## src/rtl/lsu_mem_stage.sv

```systemverilog
// LSU memory stage: captures one load/store from EX, runs the data-memory req/gnt/rvalid
// handshake, stalls the pipeline while the access is open and emits a one-cycle writeback.
module lsu_mem_stage #(
   parameter int unsigned TIMEOUT_CYCLES = 255
) (
   input  logic        clk,
   input  logic        rst,
   input  logic        ex_valid,
   input  logic        ex_is_load,
   input  logic        ex_is_store,
   input  logic [1:0]  ex_size,
   input  logic        ex_unsigned,
   input  logic [4:0]  ex_rd,
   input  logic [31:0] ex_addr,
   input  logic [31:0] ex_store_data,
   input  logic        flush,
   output logic        mem_req,
   output logic        mem_we,
   output logic [31:0] mem_addr,
   output logic [3:0]  mem_be,
   output logic [31:0] mem_wdata,
   input  logic        mem_gnt,
   input  logic        mem_rvalid,
   input  logic [31:0] mem_rdata,
   output logic        lsu_stall,
   output logic        lsu_err,
   output logic [4:0]  lsu_wb_rd,
   output logic [31:0] lsu_wb_data,
   output logic        lsu_wb_nop,
   output logic        lsu_wb_is_load,
   output logic [1:0]  dbg_state
);

   // Handshake: the request is held (req/addr/be/we/wdata unchanged) until the cycle mem_gnt
   // is sampled high; a granted load then waits for exactly one mem_rvalid pulse.
   typedef enum logic [1:0] {S_IDLE, S_REQ, S_RESP, S_DRAIN} state_t;

   localparam int unsigned CW = (TIMEOUT_CYCLES > 2) ? $clog2(TIMEOUT_CYCLES) : 1;

   state_t        r_state;
   logic [CW-1:0] r_cnt;
   logic          r_is_load;
   logic [1:0]    r_size;
   logic          r_unsigned;
   logic [4:0]    r_rd;
   logic [1:0]    r_lane;
   logic          r_mem_req;
   logic          r_mem_we;
   logic [31:0]   r_mem_addr;
   logic [3:0]    r_mem_be;
   logic [31:0]   r_mem_wdata;
   logic          r_err;
   logic          r_wb_nop;
   logic [4:0]    r_wb_rd;
   logic [31:0]   r_wb_data;
   logic          r_wb_is_load;

   logic          w_is_mem;
   logic          w_illegal;
   logic          w_timeout;
   logic [3:0]    w_be;
   logic [31:0]   w_wdata;
   logic [7:0]    w_ld_byte;
   logic [15:0]   w_ld_half;
   logic [31:0]   w_ld_data;

   assign w_is_mem  = ex_is_load | ex_is_store;
   assign w_illegal = (ex_size == 2'b11) ||
                      ((ex_size == 2'b01) && ex_addr[0]) ||
                      ((ex_size == 2'b10) && (ex_addr[1:0] != 2'b00));
   assign w_timeout = (r_cnt == CW'(TIMEOUT_CYCLES - 1));

   always_comb begin
      w_be    = 4'b1111;
      w_wdata = ex_store_data;
      case (ex_size)
         2'b00: begin
            w_be    = 4'b0001 << ex_addr[1:0];
            w_wdata = {4{ex_store_data[7:0]}};
         end
         2'b01: begin
            w_be    = 4'b0011 << ex_addr[1:0];
            w_wdata = {2{ex_store_data[15:0]}};
         end
         default: ;
      endcase
   end

   // Lane selection uses the address captured at issue, not the live EX address.
   assign w_ld_byte = mem_rdata[{r_lane, 3'b000} +: 8];
   assign w_ld_half = r_lane[1] ? mem_rdata[31:16] : mem_rdata[15:0];

   always_comb begin
      w_ld_data = mem_rdata;
      case (r_size)
         2'b00:   w_ld_data = {{24{w_ld_byte[7] & ~r_unsigned}}, w_ld_byte};
         2'b01:   w_ld_data = {{16{w_ld_half[15] & ~r_unsigned}}, w_ld_half};
         default: ;
      endcase
   end

   always_ff @(posedge clk or posedge rst) begin
      if (rst) begin
         r_state      <= S_IDLE;
         r_cnt        <= '0;
         r_is_load    <= 1'b0;
         r_size       <= 2'b00;
         r_unsigned   <= 1'b0;
         r_rd         <= 5'd0;
         r_lane       <= 2'b00;
         r_mem_req    <= 1'b0;
         r_mem_we     <= 1'b0;
         r_mem_addr   <= 32'd0;
         r_mem_be     <= 4'd0;
         r_mem_wdata  <= 32'd0;
         r_err        <= 1'b0;
         r_wb_nop     <= 1'b1;
         r_wb_rd      <= 5'd0;
         r_wb_data    <= 32'd0;
         r_wb_is_load <= 1'b0;
      end else begin
         r_err        <= 1'b0;
         r_wb_nop     <= 1'b1;
         r_wb_rd      <= 5'd0;
         r_wb_data    <= 32'd0;
         r_wb_is_load <= 1'b0;
         case (r_state)
            S_IDLE: begin
               if (ex_valid && w_is_mem && !flush) begin
                  if (w_illegal) begin
                     r_err <= 1'b1;
                  end else begin
                     r_state     <= S_REQ;
                     r_cnt       <= '0;
                     r_is_load   <= ex_is_load;
                     r_size      <= ex_size;
                     r_unsigned  <= ex_unsigned;
                     r_rd        <= ex_rd;
                     r_lane      <= ex_addr[1:0];
                     r_mem_req   <= 1'b1;
                     r_mem_we    <= ex_is_store;
                     r_mem_addr  <= {ex_addr[31:2], 2'b00};
                     r_mem_be    <= w_be;
                     r_mem_wdata <= w_wdata;
                  end
               end
            end
            S_REQ: begin
               if (mem_gnt || flush || w_timeout) begin
                  r_mem_req   <= 1'b0;
                  r_mem_we    <= 1'b0;
                  r_mem_addr  <= 32'd0;
                  r_mem_be    <= 4'd0;
                  r_mem_wdata <= 32'd0;
               end
               // A grant wins over a same-cycle flush: the access has left the stage.
               if (mem_gnt) begin
                  r_cnt <= '0;
                  if (r_is_load) begin
                     r_state <= flush ? S_DRAIN : S_RESP;
                  end else begin
                     r_state  <= S_IDLE;
                     r_wb_nop <= flush;
                  end
               end else if (flush) begin
                  r_state <= S_IDLE;
               end else if (w_timeout) begin
                  r_state <= S_IDLE;
                  r_err   <= 1'b1;
               end else begin
                  r_cnt <= r_cnt + CW'(1);
               end
            end
            S_RESP: begin
               if (mem_rvalid) begin
                  r_state <= S_IDLE;
                  if (!flush && (r_rd != 5'd0)) begin
                     r_wb_nop     <= 1'b0;
                     r_wb_rd      <= r_rd;
                     r_wb_data    <= w_ld_data;
                     r_wb_is_load <= 1'b1;
                  end
               end else if (flush) begin
                  r_state <= S_DRAIN;
                  r_cnt   <= '0;
               end else if (w_timeout) begin
                  r_state <= S_IDLE;
                  r_err   <= 1'b1;
               end else begin
                  r_cnt <= r_cnt + CW'(1);
               end
            end
            S_DRAIN: begin
               if (mem_rvalid) begin
                  r_state <= S_IDLE;
               end else if (w_timeout) begin
                  r_state <= S_IDLE;
                  r_err   <= 1'b1;
               end else begin
                  r_cnt <= r_cnt + CW'(1);
               end
            end
            default: r_state <= S_IDLE;
         endcase
      end
   end

   assign mem_req        = r_mem_req;
   assign mem_we         = r_mem_we;
   assign mem_addr       = r_mem_addr;
   assign mem_be         = r_mem_be;
   assign mem_wdata      = r_mem_wdata;
   assign lsu_stall      = (r_state != S_IDLE);
   assign lsu_err        = r_err;
   assign lsu_wb_rd      = r_wb_rd;
   assign lsu_wb_data    = r_wb_data;
   assign lsu_wb_nop     = r_wb_nop;
   assign lsu_wb_is_load = r_wb_is_load;
   assign dbg_state      = r_state;

endmodule
```

## config.mk

```make
export PLATFORM = sky130hd
export DESIGN_NAME = lsu_mem_stage
export DESIGN_NICKNAME = d
export VERILOG_FILES = /design/src/rtl/lsu_mem_stage.sv
export SDC_FILE = /design/constraint.sdc
export NUM_CORES = 1
export LEC_CHECK = 0
export ABC_AREA = 1
export BUFFER_PORTS_ARGS = -buffer_cell sky130_fd_sc_hd__buf_2
export CORE_MARGIN = 4
export CORE_UTILIZATION = 54
export CTS_CLUSTER_DIAMETER = 200
export DETAILED_ROUTE_END_ITERATION = 10
export PLACE_DENSITY = 0.86
export REMOVE_ABC_BUFFERS = 1
export SLEW_MARGIN = 20
export SYNTH_ARGS = -nofsm -noshare
export SYNTH_HDL_FRONTEND = slang
export SYNTH_SLANG_ARGS = --single-unit
```

## constraint.sdc

```tcl
create_clock -name clk -period 8.8 [get_ports clk]
set_input_delay 1.32 -clock clk [delete_from_list [all_inputs] [get_ports clk]]
set_output_delay 1.32 -clock clk [all_outputs]
set_load 0.05 [all_outputs]
```

* Word-level counts from Yosys, hierarchy flattened
Cells that the tools add are included.
Cells by class: bitwise logic cells 5, shift operators 3, eq/ne operators 14, multiply operators 0, add/sub/neg operators 1, reduce and logical (&&, ||, !) cells 21, mux-type cells 64, div/mod/pow operators 0, order comparisons 0
Operators with widths (count):
- two-way mux 32 bit | 8
- case mux 32 bit (2 select lines) | 4
- two-way mux 8 bit | 8
- case mux 8 bit (4 select lines) | 1
- indexed part select 32 x 6 -> 8 bit | 1
- two-way mux 1 bit | 20
- two-way mux 2 bit | 9
- two-way mux 16 bit | 1
- case mux 4 bit (2 select lines) | 2
- two-way mux 5 bit | 3
- two-way mux 4 bit | 3
- inequality test 2 bit, second input constant | 5
- adder 8 x 1 -> 8 bit, second input constant | 1
- == test 2 bit, second input constant | 4
- == test 8 bit, second input constant | 1
- case mux 2 bit (4 select lines) | 1
- == test 2 x 1 -> 1 bit, second input constant | 3
- logical NOT 2 bit | 3
- case mux 1 bit (2 select lines) | 3
- nonzero test 2 bit | 3
- logical AND 1 bit | 5
- AND reduction 5 bit | 1
- nonzero test 5 bit | 1
- logical OR 1 bit | 4
- 11 further kinds | 13
Word-level totals: ROM bits 0, register bits after elaboration 131, latch bits 0, memories kept 0, word-level logic and storage cells 125, output and inout bits 113, bits of input ports 112, RAM bits 0

* Depth between registers and ports, before layout
Gate-level depths: netlist of run 1.
word-level depth 7, mapped depth 12, gate-level depth less buffers 11

* Worst setup path after synthesis of run 1
No wires, ideal clock.
path type register -> output, from register r_state[0], in the netlist dbg_state[0], to output port lsu_stall, data arrival time 1.572 ns, data required time 7.480 ns, cell stages (with the launch flop) 5, path slack 5.908 ns, buffers on the path 1, cell sequence dfrtp_1 -> inv_1 -> ha_1 -> buf_2 -> inv_1
On the way: word-level cells in the longest chain between the ends 1
RTL lines:
- start, declared | RTL line 40 | state_t r_state;
- start signal, assigned | RTL line 160 | r_state <= flush ? S_DRAIN : S_RESP;
- nonzero test 2 bit | RTL line 213 | assign lsu_stall = (r_state != S_IDLE);
- end, declared | RTL line 25 | output logic lsu_stall,
No other way between the ends.

* Worst setup path in the final report of run 1
Same ends and word-level chain as after synthesis.

==> results of run 1 <==
-- cells by family after synthesis --
logic type / Yosys count / share of synthesized area
compound gates: 86 / 0.0772
xor+xnor: 5 / 0.00689
fa+ha+maj: 7 / 0.0138
buf+inv: 112 / 0.0772
flops: 129 / 0.508
other cells: 1 / 0.000590
simple gates: 468 / 0.316
-- Yosys cell counts --
cell type / count / area, um2
nor3_1: 2 / 10.0
and2_1: 1 / 6.26
nand3_2: 1 / 10.0
xnor2_1: 2 / 17.5
buf_4: 4 / 30.0
o21ai_0: 25 / 125
a21oi_1: 38 / 190
buf_2: 20 / 100
ha_1: 7 / 87.6
conb_1: 1 / 3.75
a21oi_2: 1 / 8.76
a22oi_2: 1 / 12.5
o21ai_2: 1 / 8.76
nand3_1: 54 / 270
dfrtp_1: 128 / 3200
o221ai_1: 7 / 61.3
nand2_1: 258 / 968
or2_2: 14 / 87.6
nand2_2: 4 / 25.0
o31ai_1: 1 / 7.51
o211ai_1: 6 / 45.0
o21ai_1: 5 / 25.0
inv_2: 10 / 37.5
xor2_1: 3 / 26.3
clkbuf_1: 19 / 71.3
nor2_2: 3 / 18.8
a31oi_1: 1 / 6.26
dfstp_2: 1 / 26.3
buf_6: 4 / 45.0
nor2_1: 82 / 308
inv_1: 55 / 206
nand4_1: 49 / 307
-- state kept, by name, indices dropped and copies added (netlist names), 2 cells and up --
register and cells:
r_rd 5, r_size 2, mem_wdata 32, lsu_wb_data 32, r_cnt 8, lsu_wb_rd 5
mem_be 4, r_lane 2, dbg_state 2, mem_addr 30
-- area by class of cell --
cell class | count | area, um2 | area share
Multi-Input combinational cell | 568 | 2640 | 0.327
Antenna cell | 2 | 5.00 | 0.000619
Timing Repair Buffer | 229 | 1160 | 0.144
Inverter | 65 | 246 | 0.0305
Tap cell | 143 | 179 | 0.0221
Clock inverter | 4 | 95.1 | 0.0118
Sequential cell | 129 | 3230 | 0.400
Clock buffer | 27 | 523 | 0.0647
-- worst min-delay path: stages (launching register included) --
cell     delay, ns
dfrtp_1       0.33
nand2_1       0.05
nand2_1       0.05
-- report_power, final --
part	leakage (nW)	switching (mW)	total, mW	internal, mW
sequential	1.74	0.0835	0.776	0.693
combinational	2.75	0.790	1.04	0.246
clock	0.304	0.249	0.738	0.489
-- per-stage QoR --
| step | total power [mW] | util |
|---|---|---|
| CTS | 2.55 | 0.704 |
| detailed placement | 1.81 | 0.650 |
| global placement | 1.79 | 0.650 |
| floorplan | 1.51 | - |
| finish | 2.55 | 0.705 |
| global route | 2.69 | 0.705 |
-- per-layer routing --
metal | vias to the layer above | GRT usage
li1 | 3008 | -
met1 | 2913 | 0.341
met2 | 322 | 0.453
met3 | 44 | 0.0782
met4 | 0 | 0.123
met5 | - | 0
-- how the worst min path moves through the flow --
stage                 start      endpoint  slack [ns]  cells after the start
2_1_floorplan     r_is_load     r_is_load        0.46                      2
3_3_place_gp      mem_be[0]     mem_be[0]        0.45                      2
3_5_place_dp   mem_addr[22]  mem_addr[22]        0.45                      2
4_1_cts        mem_addr[22]  mem_addr[22]        0.47                      2
5_1_grt        mem_addr[22]  mem_addr[22]        0.48                      2
6_report       mem_addr[22]  mem_addr[22]        0.46                      2
==> results.sh, run 1 <==
export IMPL_finalHoldViolations=0
export IMPL_fin_crit_ns=3.35
export IMPL_dieArea_um2=13600
export IMPL_endpoint_kind="output pin"
export IMPL_crit_arrival_ns=2.03
export IMPL_grt_pass1_wl_um=29100
export IMPL_cts_made_buffers=17
export IMPL_critPathCapture="lsu_stall"
export IMPL_syn_cell_area_um2=6360
export IMPL_reg2reg_depth=10
export IMPL_dr_pass1_iters=7
export IMPL_first_iter_violations=668
export IMPL_start_kind="flip-flop"
export IMPL_crit_top_cell="inv_1"
export IMPL_routed_via_density=5.39
export IMPL_wl_per_cell_um=15.8
export IMPL_ys_types=32
export IMPL_gp_congestion=0.851
export IMPL_num_rows=39
export IMPL_timing_rr_end="mem_addr[2]"
export IMPL_whs_ns=0.464
export IMPL_ant_nets=0
export IMPL_post_cts_resized=0
export IMPL_htreeDepth=4
export IMPL_syn_instance_count=808
export IMPL_nFillCells=893
export IMPL_rsz0062_at_grt="false"
export IMPL_critical_path_cell_count=5
export IMPL_worstSkewPairLatency_ns=0.43
export IMPL_cp_data_required_time_ns=7.48
export IMPL_peakVddDrop_mv=0.231
export IMPL_period_share=0.380
export IMPL_ys_seq_elements=129
export IMPL_slowest_delay_ns=0.46
export IMPL_tns_ns=0
export IMPL_fin_nets=1129
export IMPL_top_layer="met4"
export IMPL_initial_core_util=0.554
export IMPL_clock_sinks=129
export IMPL_ioPinCount=225
export IMPL_design_area_um2=8080
export IMPL_powerDensity_nw_per_um2=316
export IMPL_syn_area_per_cell_um2=7.87
export IMPL_portBuffers=222
export IMPL_critPathSlowestCell="dfrtp_1"
export IMPL_core_area_um2=11500
export IMPL_final_setup_viol_count=0
export IMPL_cp_max_fo=46
export IMPL_num_vias=6287
export IMPL_cts_setup_buffers=0
export IMPL_hpwl_um=12500
export IMPL_crit_buf_inv=4
export IMPL_critPathLaunch="dbg_state[0]"
export IMPL_hold_buffers=0
export IMPL_dpl_cell_count=1134
export IMPL_grt_pass1_vias=5929
export IMPL_worstMarginPinSlew_ns=0.925
export IMPL_drt_met1_wl_um=7060
export IMPL_worstHoldPathType="reg2reg"
export IMPL_yosysSeqAreaShare=0.508
export IMPL_antenna_found_initial=1
export IMPL_drive_gt1_frac=0.287
export IMPL_dp_slack_ns=5.57
export IMPL_maxCapViolations=0
export IMPL_clk_root_buffer_cell="clkbuf_16"
export IMPL_grt_start_max_net_pins=70
export IMPL_path_delay_family="buffers and inverters"
export IMPL_leakage_nw=4.80
export IMPL_clkTransAtPathRegs_ns=0.06
export IMPL_wl_met3_um=1850
export IMPL_reg2reg_from="dbg_state[1]"
export IMPL_fin_skew_ns=0.00938
export IMPL_cts_tree="done"
export IMPL_cp_cell_sequence="inv_1 > ha_1 > buf_4 > inv_1 > buf_2"
export IMPL_grtUsageTotal=0.276
export IMPL_r2r_slack_ns=5.77
export IMPL_die_x_um=116
export IMPL_mostFrequentLayoutCells="nand2_1 (258), buf_2 (222), dfrtp_1 (128), nor2_1 (82)"
export IMPL_overflow=0
export IMPL_outcome="finished clean"
export IMPL_slew_violations=0
export IMPL_place_area_um2=7460
export IMPL_wl_um=18400
export IMPL_layout_commonest_cell="nand2_1"
export IMPL_drcViolationCount=0
export IMPL_wl_met2_um=9000
export IMPL_syn_to_final_growth_pct=27.1
export IMPL_chipHeight_um=116
export IMPL_synth_yosys_warnings=0
export IMPL_stdcell_count=1167
export IMPL_clk_path_buf_depth=2
export IMPL_fin_ws_ns=5.45
export IMPL_timing_slew_headroom=0.383
export IMPL_crit_type="reg2out"
export IMPL_fmax_mhz=299
No activity file was read; power rests on OpenSTA's default activity.
==> inputs of run 2 (changes only) <==
--- a/config.mk
+++ b/config.mk
@@ -8,10 +8,10 @@
 export ABC_AREA = 1
 export BUFFER_PORTS_ARGS = -buffer_cell sky130_fd_sc_hd__buf_2
 export CORE_MARGIN = 4
-export CORE_UTILIZATION = 54
+export CORE_UTILIZATION = 50
 export CTS_CLUSTER_DIAMETER = 200
 export DETAILED_ROUTE_END_ITERATION = 10
-export PLACE_DENSITY = 0.86
+export PLACE_DENSITY = 0.8
 export REMOVE_ABC_BUFFERS = 1
 export SLEW_MARGIN = 20
 export SYNTH_ARGS = -nofsm -noshare
==> constraint.sdc (replaced) <==
create_clock -name clk -period 3.1 [get_ports clk]
set_input_delay 0.465 -clock clk [delete_from_list [all_inputs] [get_ports clk]]
set_output_delay 0.465 -clock clk [all_outputs]
set_load 0.05 [all_outputs]
==> run 2 against run 1 <==
Net effect: count of clock-buffer cells in the layout fell by 5; die area increased by 7.4%; final cell count grew 2.5%; sequential share of layout area shrank 0.61 points; sequential power rose to 2.8 times the previous value; power grew to 2.9 times the previous value; first-iteration DRC count decreased by 26%; flip-flop and latch count stayed put; clock skew is essentially flat; via count up 0.60%; register-to-register slack got worse by 4.9 ns; critical path depth stayed put.
==> results.sh, run 2 (synthesized netlist as in run 1, its figures left out) <==
export IMPL_outcome="finished clean"
export IMPL_portBuffers=222
export IMPL_layout_commonest_cell="nand2_1"
export IMPL_start_kind="flip-flop"
export IMPL_utilization=0.672
export IMPL_gp_congestion=0.888
export IMPL_fmax_mhz=431
export IMPL_clk_path_buf_depth=2
export IMPL_wl_per_cell_um=15.3
export IMPL_antenna_found_initial=1
export IMPL_hold_buffers=0
export IMPL_grt_pass1_vias=5973
export IMPL_post_cts_resized=0
export IMPL_maxCapViolations=0
export IMPL_cp_data_required_time_ns=2.63
export IMPL_n_antenna_cell=0
export IMPL_num_vias=6325
export IMPL_wl_um=18300
export IMPL_cts_tree="done"
export IMPL_ioPinCount=225
export IMPL_crit_top_cell="inv_1"
export IMPL_worstHoldPathType="in2async"
export IMPL_ant_nets=0
export IMPL_num_rows=40
export IMPL_core_area_um2=12200
export IMPL_finalHoldViolations=0
export IMPL_fin_skew_ns=0.00963
export IMPL_crit_type="reg2out"
export IMPL_fin_nets=1134
export IMPL_drcViolationCount=0
export IMPL_r2r_slack_ns=0.88
export IMPL_clock_sinks=129
export IMPL_nFillCells=1034
export IMPL_final_setup_viol_count=0
export IMPL_period_share=0.748
export IMPL_hpwl_um=12600
export IMPL_leakage_nw=4.84
export IMPL_worstSkewPairLatency_ns=0.42
export IMPL_fin_crit_ns=2.32
export IMPL_syn_to_final_growth_pct=29.1
export IMPL_rsz0062_at_grt="false"
export IMPL_htreeDepth=4
export IMPL_crit_buf_inv=4
export IMPL_cts_setup_buffers=0
export IMPL_die_x_um=121
export IMPL_mostFrequentLayoutCells="nand2_1 (258), buf_2 (222), dfrtp_1 (128), nor2_1 (82)"
export IMPL_overflow=0
export IMPL_clkTransAtPathRegs_ns=0.06
export IMPL_drive_gt1_frac=0.293
export IMPL_dr_pass1_iters=5
export IMPL_critPathSlowestCell="dfrtp_1"
export IMPL_chipHeight_um=121
export IMPL_cp_cell_sequence="inv_1 > ha_1 > buf_4 > inv_1 > buf_2"
export IMPL_crit_arrival_ns=1.85
export IMPL_whs_ns=0.102
export IMPL_reg2reg_depth=9
export IMPL_clk_root_buffer_cell="clkbuf_16"
export IMPL_endpoint_kind="output pin"
export IMPL_cts_made_buffers=17
export IMPL_cp_max_fo=24
export IMPL_timing_rr_end="lsu_wb_data[29]"
export IMPL_slowest_delay_ns=0.45
export IMPL_peakVddDrop_mv=0.634
export IMPL_path_delay_family="buffers and inverters"
export IMPL_routed_via_density=5.29
export IMPL_ff_latch_area_um2=3230
export IMPL_first_iter_violations=496
export IMPL_grtUsageTotal=0.253
export IMPL_reg2reg_from="r_size[1]"
export IMPL_slew_violations=0
export IMPL_initial_core_util=0.520
export IMPL_dieArea_um2=14600
export IMPL_grt_start_max_net_pins=69
export IMPL_powerDensity_nw_per_um2=906
export IMPL_multi_input_area_um2=2640
export IMPL_grt_pass1_wl_um=29500
export IMPL_timing_slew_headroom=0.381
export IMPL_worstMarginPinSlew_ns=0.925
## run 2: cell types whose count changed in the layout (fill, tap and decap cells not counted), sizes merged
cell | previous run | this run
clkinvlp | 0 | 2
clkinv | 1 | 3
diode | 2 | 0
bufinv | 3 | 5
buf | 229 | 234
clkbuf | 27 | 22
## run 2: worst max-delay path by stage
stage                       to         start  cells after the start
2_1_floorplan     mem_addr[10]  dbg_state[0]                      7
3_3_place_gp         mem_be[1]    ex_size[1]                      8
3_5_place_dp     mem_wdata[26]    ex_size[1]                      7
4_1_cts              lsu_stall  dbg_state[0]                      5
5_1_grt        lsu_wb_data[21]     r_size[1]                      9
6_report             lsu_stall  dbg_state[0]                      5
## run 2: layer usage
metal / part of all wire / track usage / up-vias
li1: - / - / 3025
met2: 0.49 / 0.408 / 299
met1: 0.40 / 0.325 / 2955
met3: 0.082 / 0.0688 / 44
met4: 0.027 / 0.0970 / 2
met5: 0.00038 / 0 / -
## run 2: per-stage QoR
step	cells	setup TNS [ns]	cell area [um2]	setup slack [ns]	total power, mW
after global placement	1164	0	7550	0.969	5.16
after detailed placement	1164	0	7550	0.945	5.20
final	1196	0	8210	0.782	7.43
after global routing	1196	0	8210	0.680	7.84
after floorplan	762	-175.19	6110	-1.06	4.29
after CTS	1196	0	8210	0.769	7.43
## run 2: cell type report
cell class / instances / share of cell area
flip-flops and latches: 129 / 0.394
multi-input cells: 568 / 0.322
repair buffers: 234 / 0.149
clock buffers: 22 / 0.0578
inverters: 65 / 0.0300
well taps: 168 / 0.0256
clock inverters: 10 / 0.0220
## run 2: power by group
| group | internal [mW] | leakage (nW) | total (mW) | switching, mW |
|---|---|---|---|---|
| sequential | 1.97 | 1.74 | 2.16 | 0.187 |
| clock | 1.49 | 0.316 | 2.20 | 0.710 |
| combinational | 0.760 | 2.78 | 3.08 | 2.32 |
| total | 4.21 | 4.84 | 7.43 | 3.22 |
